--- src/rtl/axi4_master_write_address_if.sv ---
`default_nettype none
// ============================================================================
// Module      : axi4_master_write_address_if
// Description : Command, AW channel and write-completion signals for the
//               AXI4 master write-address driver.
// Revision    : 1.0 - initial release
// ============================================================================
interface axi4_master_write_address_if #(
    parameter int ADDR_WIDTH      = 32,
    parameter int ID_WIDTH        = 4,
    parameter int BURST_LENGTH    = 8,
    parameter int MAX_OUTSTANDING = 4
) ();
    logic                                   cmd_valid;
    logic                                   cmd_ready;
    logic [ADDR_WIDTH-1:0]                  cmd_addr;
    logic [ID_WIDTH-1:0]                    cmd_id;
    logic [BURST_LENGTH-1:0]                cmd_len;
    logic [2:0]                             cmd_size;
    logic [1:0]                             cmd_burst;
    logic                                   cmd_err;

    logic                                   awvalid;
    logic                                   awready;
    logic [ADDR_WIDTH-1:0]                  awaddr;
    logic [ID_WIDTH-1:0]                    awid;
    logic [BURST_LENGTH-1:0]                awlen;
    logic [2:0]                             awsize;
    logic [1:0]                             awburst;

    logic                                   b_done;
    logic [$clog2(MAX_OUTSTANDING+1)-1:0]   outstanding;
    logic                                   idle;

    modport master (
        input  cmd_valid, cmd_addr, cmd_id, cmd_len, cmd_size, cmd_burst,
        output cmd_ready, cmd_err,
        output awvalid, awaddr, awid, awlen, awsize, awburst,
        input  awready,
        input  b_done,
        output outstanding, idle
    );

    modport slave (
        output cmd_valid, cmd_addr, cmd_id, cmd_len, cmd_size, cmd_burst,
        input  cmd_ready, cmd_err,
        input  awvalid, awaddr, awid, awlen, awsize, awburst,
        output awready,
        output b_done,
        input  outstanding, idle
    );
endinterface
`default_nettype wire

--- src/rtl/axi4_master_write_address.sv ---
`default_nettype none
// ============================================================================
// Module      : axi4_master_write_address
// Description : AXI4 master AW channel driver with command FIFO, legality
//               filter and outstanding-transaction credit limit.
// Revision    : 1.0 - initial release
// ============================================================================
module axi4_master_write_address #(
    parameter int ADDR_WIDTH      = 32,
    parameter int DATA_WIDTH      = 32,
    parameter int ID_WIDTH        = 4,
    parameter int BURST_LENGTH    = 8,
    parameter int FIFO_DEPTH      = 4,
    parameter int MAX_OUTSTANDING = 4
) (
    input wire                          clk,
    input wire                          rst,
    axi4_master_write_address_if.master bus
);
    localparam int         c_PTR_W   = $clog2(FIFO_DEPTH);
    localparam int         c_CNT_W   = c_PTR_W + 1;
    localparam int         c_OUT_W   = $clog2(MAX_OUTSTANDING + 1);
    localparam int         c_ENTRY_W = ADDR_WIDTH + ID_WIDTH + BURST_LENGTH + 5;
    localparam logic [2:0] c_MAX_SIZE = 3'($clog2(DATA_WIDTH / 8));

    localparam logic [0:0] c_AW_IDLE  = 1'b0;
    localparam logic [0:0] c_AW_VALID = 1'b1;

    logic [0:0]              r_state;
    logic [0:0]              w_state_nxt;
    logic [c_ENTRY_W-1:0]    r_mem [FIFO_DEPTH];
    logic [c_PTR_W-1:0]      r_wr_ptr;
    logic [c_PTR_W-1:0]      r_rd_ptr;
    logic [c_CNT_W-1:0]      r_count;
    logic [c_OUT_W-1:0]      r_outstanding;
    logic                    r_cmd_err;
    logic [ADDR_WIDTH-1:0]   r_awaddr;
    logic [ID_WIDTH-1:0]     r_awid;
    logic [BURST_LENGTH-1:0] r_awlen;
    logic [2:0]              r_awsize;
    logic [1:0]              r_awburst;

    logic                    w_full;
    logic                    w_empty;
    logic                    w_accept;
    logic                    w_wrap_len_ok;
    logic                    w_illegal;
    logic                    w_push;
    logic                    w_pop;
    logic                    w_credit;
    logic                    w_load_ok;
    logic                    w_bdec;
    logic [c_ENTRY_W-1:0]    w_cmd_entry;

    assign w_full   = (r_count == c_CNT_W'(FIFO_DEPTH));
    assign w_empty  = (r_count == '0);
    assign w_accept = bus.cmd_valid && !w_full;

    assign w_wrap_len_ok = (bus.cmd_len == BURST_LENGTH'(1)) || (bus.cmd_len == BURST_LENGTH'(3)) ||
                           (bus.cmd_len == BURST_LENGTH'(7)) || (bus.cmd_len == BURST_LENGTH'(15));
    assign w_illegal = (bus.cmd_burst == 2'b11) ||
                       ((bus.cmd_burst == 2'b10) && !w_wrap_len_ok) ||
                       (bus.cmd_size > c_MAX_SIZE);
    assign w_push      = w_accept && !w_illegal;
    assign w_cmd_entry = {bus.cmd_addr, bus.cmd_id, bus.cmd_len, bus.cmd_size, bus.cmd_burst};

    // Credit uses the registered count only; a same-edge b_done frees nothing yet.
    assign w_credit  = (r_outstanding < c_OUT_W'(MAX_OUTSTANDING));
    assign w_load_ok = !w_empty && w_credit;
    assign w_bdec    = bus.b_done && (r_outstanding != '0);

    always_comb begin
        w_state_nxt = r_state;
        w_pop       = 1'b0;
        case (r_state)
            c_AW_IDLE: begin
                if (w_load_ok) begin
                    w_pop       = 1'b1;
                    w_state_nxt = c_AW_VALID;
                end
            end
            c_AW_VALID: begin
                if (bus.awready) begin
                    if (w_load_ok) begin
                        w_pop = 1'b1;
                    end else begin
                        w_state_nxt = c_AW_IDLE;
                    end
                end
            end
            default: w_state_nxt = c_AW_IDLE;
        endcase
    end

    always_ff @(posedge clk) begin
        if (w_push) begin
            r_mem[r_wr_ptr] <= w_cmd_entry;
        end
    end

    always_ff @(posedge clk) begin
        if (rst) begin
            r_state       <= c_AW_IDLE;
            r_wr_ptr      <= '0;
            r_rd_ptr      <= '0;
            r_count       <= '0;
            r_outstanding <= '0;
            r_cmd_err     <= 1'b0;
            r_awaddr      <= '0;
            r_awid        <= '0;
            r_awlen       <= '0;
            r_awsize      <= '0;
            r_awburst     <= '0;
        end else begin
            r_state   <= w_state_nxt;
            r_cmd_err <= w_accept && w_illegal;
            if (w_push) begin
                r_wr_ptr <= r_wr_ptr + c_PTR_W'(1);
            end
            if (w_pop) begin
                r_rd_ptr <= r_rd_ptr + c_PTR_W'(1);
                {r_awaddr, r_awid, r_awlen, r_awsize, r_awburst} <= r_mem[r_rd_ptr];
            end
            case ({w_push, w_pop})
                2'b10:   r_count <= r_count + c_CNT_W'(1);
                2'b01:   r_count <= r_count - c_CNT_W'(1);
                default: r_count <= r_count;
            endcase
            case ({w_pop, w_bdec})
                2'b10:   r_outstanding <= r_outstanding + c_OUT_W'(1);
                2'b01:   r_outstanding <= r_outstanding - c_OUT_W'(1);
                default: r_outstanding <= r_outstanding;
            endcase
        end
    end

    assign bus.cmd_ready   = !w_full;
    assign bus.cmd_err     = r_cmd_err;
    assign bus.awvalid     = (r_state == c_AW_VALID);
    assign bus.awaddr      = r_awaddr;
    assign bus.awid        = r_awid;
    assign bus.awlen       = r_awlen;
    assign bus.awsize      = r_awsize;
    assign bus.awburst     = r_awburst;
    assign bus.outstanding = r_outstanding;
    assign bus.idle        = w_empty && (r_state == c_AW_IDLE) && (r_outstanding == '0);
endmodule
`default_nettype wire

--- src/flat_wrapper.sv ---
// flat-port wrapper written by rule: the top's interface ports become plain ports
module axi4_master_write_address_flat 
#(
    parameter int ADDR_WIDTH      = 32,
    parameter int DATA_WIDTH      = 32,
    parameter int ID_WIDTH        = 4,
    parameter int BURST_LENGTH    = 8,
    parameter int FIFO_DEPTH      = 4,
    parameter int MAX_OUTSTANDING = 4
)
  (clk, rst, bus_cmd_valid, bus_cmd_addr, bus_cmd_id, bus_cmd_len, bus_cmd_size, bus_cmd_burst, bus_cmd_ready, bus_cmd_err, bus_awvalid, bus_awaddr, bus_awid, bus_awlen, bus_awsize, bus_awburst, bus_awready, bus_b_done, bus_outstanding, bus_idle);
  axi4_master_write_address_if #(.ADDR_WIDTH(ADDR_WIDTH), .ID_WIDTH(ID_WIDTH), .BURST_LENGTH(BURST_LENGTH), .MAX_OUTSTANDING(MAX_OUTSTANDING)) bus_i ();
  input wire clk;
  input wire rst;
  input wire logic [$bits(bus_i.cmd_valid)-1:0] bus_cmd_valid;
  input wire logic [$bits(bus_i.cmd_addr)-1:0] bus_cmd_addr;
  input wire logic [$bits(bus_i.cmd_id)-1:0] bus_cmd_id;
  input wire logic [$bits(bus_i.cmd_len)-1:0] bus_cmd_len;
  input wire logic [$bits(bus_i.cmd_size)-1:0] bus_cmd_size;
  input wire logic [$bits(bus_i.cmd_burst)-1:0] bus_cmd_burst;
  output wire logic [$bits(bus_i.cmd_ready)-1:0] bus_cmd_ready;
  output wire logic [$bits(bus_i.cmd_err)-1:0] bus_cmd_err;
  output wire logic [$bits(bus_i.awvalid)-1:0] bus_awvalid;
  output wire logic [$bits(bus_i.awaddr)-1:0] bus_awaddr;
  output wire logic [$bits(bus_i.awid)-1:0] bus_awid;
  output wire logic [$bits(bus_i.awlen)-1:0] bus_awlen;
  output wire logic [$bits(bus_i.awsize)-1:0] bus_awsize;
  output wire logic [$bits(bus_i.awburst)-1:0] bus_awburst;
  input wire logic [$bits(bus_i.awready)-1:0] bus_awready;
  input wire logic [$bits(bus_i.b_done)-1:0] bus_b_done;
  output wire logic [$bits(bus_i.outstanding)-1:0] bus_outstanding;
  output wire logic [$bits(bus_i.idle)-1:0] bus_idle;
  assign bus_i.cmd_valid = bus_cmd_valid;
  assign bus_i.cmd_addr = bus_cmd_addr;
  assign bus_i.cmd_id = bus_cmd_id;
  assign bus_i.cmd_len = bus_cmd_len;
  assign bus_i.cmd_size = bus_cmd_size;
  assign bus_i.cmd_burst = bus_cmd_burst;
  assign bus_cmd_ready = bus_i.cmd_ready;
  assign bus_cmd_err = bus_i.cmd_err;
  assign bus_awvalid = bus_i.awvalid;
  assign bus_awaddr = bus_i.awaddr;
  assign bus_awid = bus_i.awid;
  assign bus_awlen = bus_i.awlen;
  assign bus_awsize = bus_i.awsize;
  assign bus_awburst = bus_i.awburst;
  assign bus_i.awready = bus_awready;
  assign bus_i.b_done = bus_b_done;
  assign bus_outstanding = bus_i.outstanding;
  assign bus_idle = bus_i.idle;
  axi4_master_write_address #(.ADDR_WIDTH(ADDR_WIDTH), .DATA_WIDTH(DATA_WIDTH), .ID_WIDTH(ID_WIDTH), .BURST_LENGTH(BURST_LENGTH), .FIFO_DEPTH(FIFO_DEPTH), .MAX_OUTSTANDING(MAX_OUTSTANDING)) u_core (.clk(clk), .rst(rst), .bus(bus_i));
endmodule
--- config.mk ---
export PLATFORM = sky130hd
export DESIGN_NAME = axi4_master_write_address_flat
export DESIGN_NICKNAME = d
export VERILOG_FILES = /design/src/rtl/axi4_master_write_address_if.sv /design/src/rtl/axi4_master_write_address.sv /design/src/flat_wrapper.sv
export SDC_FILE = /design/constraint.sdc
export NUM_CORES = 1
export LEC_CHECK = 0
export ABC_CLOCK_PERIOD_IN_PS = 4000
export BUFFER_PORTS_ARGS = -buffer_cell sky130_fd_sc_hd__clkbuf_2
export CORE_MARGIN = 2
export CORE_UTILIZATION = 55
export CTS_CLUSTER_SIZE = 40
export DETAILED_ROUTE_END_ITERATION = 10
export PLACE_DENSITY_LB_ADDON = 0.15
export SYNTH_ARGS = -nofsm -noshare
export SYNTH_HDL_FRONTEND = slang
export SYNTH_SLANG_ARGS = --single-unit
--- constraint.sdc ---
create_clock -name clk -period 4 [get_ports clk]
set_input_delay 0.8 -clock clk [delete_from_list [all_inputs] [get_ports clk]]
set_output_delay 0.8 -clock clk [all_outputs]
set_load 0.03 [all_outputs]
==> impl_results.md <==
* Sequential area share after synthesis at between 70% and 80%
* Synth Area per Inst at between 15 and 20 um2
* CP Cell Sequence: nor3_2, or3_2, buf_4, ha_1, inv_1, fa_1, xor2_1, or3_1, a21oi_1
* Maxcap violations at 0
* First-pass GRT wire length at roughly 28 mm
* Placer Congestion at a little over 0.7
* CP top delay family: simple AND/OR/NAND/NOR gates
* Initial drt markers at 258
* Initial antenna violation count at 1
* Syn-to-layout area delta at 16.7%
* Placed insts at slightly below 900
* Met1 Wirelength at roughly 7.4 mm
* Wire length on met2 at between 9 and 10 mm
* DRC viols at 0
* Seq pwr share at a little under half
* Sw frac at approximately 33%
* Post-synthesis register bit count at roughly 260
* Clk pwr share at 30.4%
* Relative slew slack at about 29%
* Fin Hold WS at roughly 450 ps
* Combinational share of power at between 20% and 30%
* Leakage Power at approximately 3.8 nW
* WS Path Type: reg -> reg
* Hold buffer count at cts at 0
* DP Area at ~10000 um2
* # setup viols final at 0
* Slew Limit Fails at 0
* CP max stage cell: buf_4
* Cts bufs inserted at 26
* Syn_nets at 619
* Highest metal used: met4
* FMAX at 0.344 GHz
* Slew @ Worst Pin at between 1000 and 1500 ps
* Maximum clock path buffer count at 3
* Req. time, crit path at around 4400 ps
* H-tree depth at 1
* Worst Path Buf+Inv at 2
* Met3 routed WL at between 800 and 900 um
* Fraction of the cycle the final worst path needs at between 70% and 80%
* Clk sinks at between 200 and 300
* Core Area at 17100 um2
* Clk_lat worst skew at roughly 530 ps
* Share of layout cells above drive strength 1 at about a third
* Post-synth top flop: edfxtp_1
* Largest net degree at the start of global routing at 52
* WL final at 17.7 mm
* Max incr delay on CP at approximately 520 ps
* Drt first pass iters at 4
* IO Port Bufs at about 110
* Number of setup buffers added after CTS at 0
* GRT Total Usage at between 10% and 20%
* Antenna Nets Post-Route at 0
* Starting Density at between 50% and 60%
* Via/cell ratio at 5.42
* Final hold viol count at 0
* Asr flop ratio synth at 0%
* Skew final at 19.1 ps
* Startpoint Class: register
* Routed wire per std cell at between 15 and 20 um
* CTS tree: yes
* EDFF count, synth at between 150 and 200
* Pre-CTS setup slack at between 700 and 800 ps
* Die Span Y at between 100 and 150 um
* Post-synthesis cell area at between 9000 and 10000 um2
* Crit-path max FO at 50
* Synth cell types at 30
* Crit path time final at between 2000 and 3000 ps
* CTS clk-pin slew, worst paths at approximately 60 ps
* PostCTS Resize Cnt at 0
* # nets final at 734
* RSZ-0062 raised after global routing: no
* Status: completed
* Root Buffer: clkbuf_16
* Final Cell Area at around 11000 um2
* DIE WIDTH at approximately 140 um
* Maximum resistive drop on vdd at 0.000390 V
* Total grt overflow at 0
* Die area at approximately 18000 um2
* CP Data Arrival Time at ~3300 ps
* Hpwl dp at 10.4 mm
* Internal power at 5.11 mW
* Sw power at approximately 2.5 mW
* TNS Setup at 0 ps
* Io pins at between 100 and 150
* Syn. warnings at 0
* Vias in the first global route at 5189
* Final worst slack at between 1000 and 1500 ps
* Vias at ~5000
* Final cell count without fillers at 918
* Hold WC Path Type: reg -> reg
* Row cnt at 48
* Cell Pwr Density at 683 nW/um2
* Cells after synthesis at ~560
* CP endpoint kind: register
==> sequential cells by signal, indices dropped and copies added, names as in the netlist <==
signal	cells
u_core.r_mem	196
u_core.bus.awaddr	32
u_core.bus.awlen	8
u_core.bus.awid	4
u_core.bus.awsize	3
u_core.bus.outstanding	3
u_core.r_count	3
u_core.bus.awburst	2
u_core.r_rd_ptr	2
u_core.r_wr_ptr	2
u_core.bus.awvalid	1
u_core.bus.cmd_err	1
==> placed cells by master, fill, tap and decap left out, types with 2 or more instances in the layout <==
cell type   count
nand2b_1        2
buf_4           5
nand2_1       100
buf_12          3
xnor2_1         2
dfxtp_1        59
clkinvlp_4      3
ha_1            6
clkbuf_16      27
or3_1           3
inv_1          10
clkbuf_8        2
a21oi_1        55
edfxtp_1      196
clkinv_2        3
mux4_2         49
xor2_1          4
clkinv_8        2
clkbuf_1        5
fa_1            2
nor2b_1         3
clkinv_4        2
nor3_1          2
o21ai_0         4
clkbuf_2      109
inv_6           4
and2_2          4
nor2_1         14
==> Yosys cell counts, types with 5 or more instances <==
library cell / n / area [um2]
inv_1: 10 / 37.5
buf_4: 7 / 52.6
buf_6: 5 / 56.3
nand2_1: 100 / 375
clkbuf_1: 12 / 45.0
a21oi_1: 55 / 275
nor2_1: 14 / 52.6
dfxtp_1: 61 / 1220
edfxtp_1: 196 / 5890
buf_2: 6 / 30.0
ha_1: 6 / 75.1
mux4_2: 49 / 1100
==> stage by stage <==
stage / power, mW / util (%)
6_report: 7.58 / 64.9
5_1_grt: 7.94 / 64.8
4_1_cts: 7.66 / 64.8
3_5_place_dp: 5.36 / 60.0
3_3_place_gp: 5.33 / 60.0
2_1_floorplan: 4.88 / -
==> routing by layer <==
| layer | global-route usage (%) | up-vias |
|---|---|---|
| li1 | - | 2326 |
| met1 | 26.1 | 2519 |
| met2 | 35.0 | 113 |
| met3 | 4.00 | 21 |
| met4 | 4.69 | 0 |
| met5 | 0 | - |
==> layout make-up <==
| type | count | area [um2] |
|---|---|---|
| diodes | 1 | 2.50 |
| clock buffers | 34 | 722 |
| clock inverters | 14 | 113 |
| fillers | 1248 | 6020 |
| inverters | 11 | 53.8 |
| multi-input cells | 259 | 2170 |
| flip-flops and latches | 257 | 7110 |
| well taps | 225 | 282 |
| repair buffers | 117 | 643 |
==> cell families (layout without fill, tap and decap cells) <==
logic type / Yosys count / after routing / synth area share (%)
adder cells (fa/ha/maj): 8 / 8 / 1.21
buffers and inverters: 41 / 176 / 2.50
other: 0 / 1 / 0
multiplexers: 49 / 49 / 11.6
XOR/XNOR: 6 / 6 / 0.552
flip-flops: 257 / 257 / 74.7
AO/OA/AOI/OAI: 61 / 61 / 3.37
AND/OR/NAND/NOR: 135 / 135 / 6.05
==> worst min-delay path, stage by stage, from the launching register on <==
cell and delay [ps]:
dfxtp_1 310, nand2_1 50, a21oi_1 50
==> path summary, 6_finish.rpt <==
kind,startpoint,end,slack [ps],depth (start not counted)
setup / recovery,u_core.r_count[2],u_core.bus.outstanding[2],1090,9
hold / removal,u_core.bus.awsize[0],u_core.bus.awsize[0],450,2
setup reg to reg,u_core.r_count[2],u_core.bus.outstanding[2],1090,9
hold reg to reg,u_core.bus.awsize[0],u_core.bus.awsize[0],450,2
==> power groups by stage <==
stage / logic, mW / registers, mW / clock network [mW]
6_report: 1.84 / 3.44 / 2.30
5_1_grt: 1.99 / 3.50 / 2.46
4_1_cts: 1.86 / 3.45 / 2.35
3_5_place_dp: 1.85 / 3.51 / 0
3_3_place_gp: 1.83 / 3.49 / 0
2_1_floorplan: 1.05 / 3.83 / 0
Power figures use the tool's default switching activity.
